===== config.mk =====
export PLATFORM = sky130hd
export DESIGN_NAME = d_ff_pipeline
export DESIGN_NICKNAME = d
export VERILOG_FILES = /design/src/rtl/d_ff_pipeline.sv
export SDC_FILE = /design/constraint.sdc
export NUM_CORES = 1
export LEC_CHECK = 0
export CORE_MARGIN = 4
export CORE_UTILIZATION = 45
export CTS_BUF_LIST = sky130_fd_sc_hd__clkbuf_8
export CTS_CLUSTER_SIZE = 16
export DETAILED_ROUTE_END_ITERATION = 12
export PLACE_DENSITY = 0.87
export SKIP_LAST_GASP = 1
export SLEW_MARGIN = 10
export SYNTH_ARGS = -nofsm -noshare
export SYNTH_HDL_FRONTEND = slang
export SYNTH_SLANG_ARGS = --single-unit

===== constraint.sdc =====
create_clock -name clk -period 1.4 [get_ports clk]
set_input_delay 0.42 -clock clk [delete_from_list [all_inputs] [get_ports clk]]
set_output_delay 0.42 -clock clk [all_outputs]
set_load 0.005 [all_outputs]

===== src/rtl/d_ff_pipeline.sv =====
// Elastic register pipeline: DEPTH stages with valid/ready handshake, bubble collapse and flush.
// Optional macro D_FF_PIPELINE_DATA_CLR_EN clears data registers on reset and flush.
module d_ff_pipeline #(
   parameter int unsigned WIDTH = 8,
   parameter int unsigned DEPTH = 3
) (
   input  logic                           clk,
   input  logic                           rst_n,
   input  logic                           in_valid,
   output logic                           in_ready,
   input  logic [WIDTH-1:0]               in_data,
   output logic                           out_valid,
   input  logic                           out_ready,
   output logic [WIDTH-1:0]               out_data,
   input  logic                           flush,
   output logic [$clog2(DEPTH+1)-1:0]     count
);

   localparam int unsigned CW = $clog2(DEPTH + 1);

   logic [DEPTH-1:0] r_valid;
   logic [WIDTH-1:0] r_data [DEPTH];
   logic [CW-1:0]    r_count;
   logic [DEPTH-1:0] w_adv;
   logic             w_in_xfer;
   logic             w_out_xfer;

   // A stage stalls only when it and every stage downstream of it is full and the output is blocked.
   always_comb begin
      logic w_full;
      w_full = 1'b1;
      w_adv  = '0;
      for (int i = int'(DEPTH) - 1; i >= 0; i--) begin
         w_full   = w_full & r_valid[i];
         w_adv[i] = out_ready | ~w_full;
      end
   end

   assign in_ready   = w_adv[0] & ~flush;
   assign w_in_xfer  = in_valid & in_ready;
   assign w_out_xfer = r_valid[DEPTH-1] & out_ready & ~flush;

   always_ff @(posedge clk) begin
      if (!rst_n || flush) begin
         r_valid <= '0;
         r_count <= '0;
      end else begin
         if (w_adv[0]) r_valid[0] <= in_valid;
         for (int i = 1; i < int'(DEPTH); i++) begin
            if (w_adv[i]) r_valid[i] <= r_valid[i-1];
         end
         r_count <= r_count + CW'(w_in_xfer) - CW'(w_out_xfer);
      end
   end

`ifdef D_FF_PIPELINE_DATA_CLR_EN
   always_ff @(posedge clk) begin
      if (!rst_n || flush) begin
         for (int i = 0; i < int'(DEPTH); i++) r_data[i] <= '0;
      end else begin
         if (w_in_xfer) r_data[0] <= in_data;
         for (int i = 1; i < int'(DEPTH); i++) begin
            if (w_adv[i]) r_data[i] <= r_data[i-1];
         end
      end
   end
`else
   // Data path carries no reset; contents are meaningful only under the matching valid bit.
   always_ff @(posedge clk) begin
      if (w_in_xfer) r_data[0] <= in_data;
      for (int i = 1; i < int'(DEPTH); i++) begin
         if (w_adv[i]) r_data[i] <= r_data[i-1];
      end
   end
`endif

   assign out_valid = r_valid[DEPTH-1];
   assign out_data  = r_data[DEPTH-1];
   assign count     = r_count;

endmodule


==> parameters.txt <==
Parameter                              Value

Floorplan
  Initial standard-cell utilization of the core    0.4723
  Die W    55.95 um
  Core Rows    17
  Die height    55.95 um
  Die area    0.003130 mm^2
  Area inside the core boundary    0.002191 mm^2
  Top-level I/O count    25

Power and ir drop
  Logic gate share of total power    0.043
  Relative contribution of the clock network to total power    0.432
  Net load switching power    around 0.31 mW
  IR drop worst, VDD    0.001127 V
  Switching Fraction    0.1695
  Leakage dissipation    0.5572 nW
  Pwr/cell area    1307 mW/mm^2
  Power, Total    1.854 mW
  Seq pwr share    0.525
  Design internal power    1.540 mW

Timing
  Fin Clk Skew    0.005528 ns
  Final setup viols    2
  Setup repair after global routing missed its margin    yes
  Relative slew margins    0.8474
  Period Utilization, post-route    1.052
  Transition time of the tightest slew-check pin    0.2289 ns
  Highest clock rate    0.6793 GHz
  Hold Vio Cnt, Final    0
  Crit path setup slack, layout    -0.07216 ns
  Setup_tns    -0.07292 ns
  Final Max Tran Viols    0
  Final critical-path required period    1.472 ns

Logic synthesis
  Yosys reg bits    29
  Synth warnings    0
  Netlist area before placement    0.001035 mm^2
  Distinct cells, synth    15
  Sequential cell area fraction in the yosys report    0.7932
  Gate count after technology mapping    59
  Mean cell area of the mapped netlist    17.54 um^2
  Synthesized net count    74

Final layout
  Fraction of final layout cells with drive strength greater than 1    0.2778
  # fillers    170
  # diodes    0
  Final non-filler cell area    0.001419 mm^2
  Area added between synthesis and finish    37.12%
  Total Nets Final    approximately 100

Routing
  First-pass iteration count of the detailed router    3
  Average via count per standard cell    4.161
  Detailed router's first-iteration violation count    3
  Number of vias after detailed routing    491
  Total wirelength of the detailed-routed design    1.175 mm
  Remaining antenna violation count    0
  Wirelength per Cell    approximately 10 um
  Final routed DRC violation total    0

Placement
  Final RePlAce weighted congestion    0.6588
  Sum of net half-perimeters after detailed placement    903.4 um
  Count of buffers from port buffering    24
  Dpl cell area    0.001308 mm^2
  Worst setup slack after placement    -0.7610 ns

Clock tree
  TritonCTS buffer count    5
  Clock Latency Late Sink    between 0.2 and 0.3 ns
  Clock edge transition at the registers on the reported setup and hold paths    around 0.060 ns
  Num Clock Sinks    29
  H-tree depth reported by CTS    2
  CTS tree    yes
  Clock Root Buffer    sky130_fd_sc_hd__clkbuf_8
  Total of hold buffers inserted after clock tree synthesis    0
  Clock buffer depth    2

Global route
  Final global-route overflow total    0
  Maximum number of pins on one net before global-route repair    11
  Vias in the first global route    489
  Number of antenna violations at the first check in global routing    0
  Wire length of the first global-routing pass    ~2.1 mm
  Global routing usage summed across all routing layers    0.08724

Critical path
  Required time worst endpoint    0.98 ns
  Origin of the worst setup path    out_ready
  Reg2reg start    r_valid[2]
  Arrival time reported for the critical path endpoint    between 1 and 1.5 ns
  Critical Path Fanout Max    4
  Category of the worst setup path launch point    input port
  Category of the critical setup timing path    in -> out
  Capturing element type of the critical path    primary output

Worst hold path
  Critical hold path startpoint    r_data[0][7]
  HP Class    reg -> reg

Status
  Result of the run    finished, violations left
  Failing checks    setup timing

Job
  Number of maximum-capacitance violations    0
-- sequential cells by signal, summed over array words and instances (netlist names) --
signal / count
r_data: 24
r_valid: 3
count: 2
-- worst max-delay path, stage by stage --
cell and delay, ns:
sky130_fd_sc_hd__buf_2 0.11, sky130_fd_sc_hd__nand4b_1 0.23, sky130_fd_sc_hd__nor2b_1 0.17, sky130_fd_sc_hd__buf_2 0.12
-- cell type report --
class | count | area (um^2) | area share
timing repair buffer | 31 | 281.5 | 0.1984
clock inverter | 3 | 41.29 | 0.02910
clock buffer | 5 | 68.82 | 0.04850
tap | 28 | 35.03 | 0.02469
multi-input combinational | 17 | 147.6 | 0.1041
inverter | 5 | 18.77 | 0.01323
sequential | 29 | 825.8 | 0.5820
-- cell usage after synthesis --
library cell	n	area share
sky130_fd_sc_hd__a21oi_1	3	0.015
sky130_fd_sc_hd__buf_4	8	0.058
sky130_fd_sc_hd__dfxtp_1	5	0.097
sky130_fd_sc_hd__edfxtp_1	24	0.70
sky130_fd_sc_hd__ha_1	2	0.024
sky130_fd_sc_hd__inv_1	5	0.018
sky130_fd_sc_hd__nand2_1	1	0.0036
sky130_fd_sc_hd__nand2b_1	2	0.012
sky130_fd_sc_hd__nand3b_1	2	0.015
sky130_fd_sc_hd__nand4b_1	1	0.0085
sky130_fd_sc_hd__nor2_1	2	0.0073
sky130_fd_sc_hd__nor2_2	1	0.0060
sky130_fd_sc_hd__nor2b_1	1	0.0060
sky130_fd_sc_hd__nor3b_2	1	0.012
sky130_fd_sc_hd__xnor3_1	1	0.022
-- power groups by stage --
stage               registers, mW  logic [mW]  clock network (mW)
floorplan                   0.989      0.0322                   0
global placement            0.990      0.0857                   0
detailed placement          0.991      0.0887                   0
CTS                         0.972      0.0763               0.820
global route                0.976      0.0864               0.868
finish                      0.973      0.0794               0.802
-- repair_timing --
| item | CTS | global route |
|---|---|---|
| endpoints found under the setup margin | 22 | 3 |
| resized for setup | 26 | 5 |
| pin swaps | 3 | 3 |
| setup buffers | 0 | 1 |
-- placed cells by master, fill, tap and decap left out --
cell	n
sky130_fd_sc_hd__clkdlybuf4s15_1	2
sky130_fd_sc_hd__dfxtp_2	4
sky130_fd_sc_hd__clkdlybuf4s50_1	9
sky130_fd_sc_hd__inv_2	2
sky130_fd_sc_hd__clkinv_1	1
sky130_fd_sc_hd__buf_12	1
sky130_fd_sc_hd__ha_4	1
sky130_fd_sc_hd__buf_4	6
sky130_fd_sc_hd__nand2_1	1
sky130_fd_sc_hd__nand3b_1	2
sky130_fd_sc_hd__edfxtp_1	24
sky130_fd_sc_hd__clkbuf_8	5
sky130_fd_sc_hd__xnor3_1	1
sky130_fd_sc_hd__nor2_1	2
sky130_fd_sc_hd__a21oi_1	3
sky130_fd_sc_hd__ha_1	1
sky130_fd_sc_hd__nand4b_1	1
sky130_fd_sc_hd__clkinvlp_4	1
sky130_fd_sc_hd__inv_1	3
sky130_fd_sc_hd__buf_2	2
sky130_fd_sc_hd__dlygate4sd2_1	11
sky130_fd_sc_hd__nand2b_1	2
sky130_fd_sc_hd__bufinv_16	1
sky130_fd_sc_hd__dfxtp_1	1
sky130_fd_sc_hd__nor3b_2	1
sky130_fd_sc_hd__nor2_2	1
sky130_fd_sc_hd__nor2b_1	1
-- stage by stage --
stage / std cells / utilization / hold WS, ns
3_5_place_dp: 109 / 0.5968 / 0.4045
3_3_place_gp: 109 / 0.5968 / 0.4050
4_1_cts: 117 / 0.6379 / 0.4159
2_1_floorplan: 59 / - / 0.4003
6_report: 118 / 0.6476 / 0.4154
5_1_grt: 118 / 0.6476 / 0.4340
-- metal layers --
metal | wire length (um) | global-route usage | vias up | part of all wire
met2 | 574 | 0.1402 | 20 | 0.49
met1 | 460 | 0.09160 | 207 | 0.39
met4 | 22 | 0.05085 | 0 | 0.019
met3 | 117 | 0.04408 | 3 | 0.10
met5 | 0 | 0 | - | 0
li1 | - | - | 261 | -
-- cell families (layout without fill, tap and decap cells) --
group                      after synthesis  in the layout  synth area share
AOI/OAI and AO/OA                        3              3           0.01451
xor gates and xnor gates                 1              1           0.02176
adders and majority gates                2              2           0.02418
buffers and inverters                   13             44           0.07618
DFF                                     29             29            0.7932
and+or+nand+nor                         11             11           0.07013
-- worst paths after layout --
path / end / slack (ns) / depth (start not counted)
worst max-delay path: in_ready / -0.07 / 4
worst min-delay path: r_data[0][15] / 0.42 / 0
worst max register to register: count[1] / 0 / 7
worst min register to register: r_data[0][15] / 0.42 / 0
(Power assumes the default switching activity.)
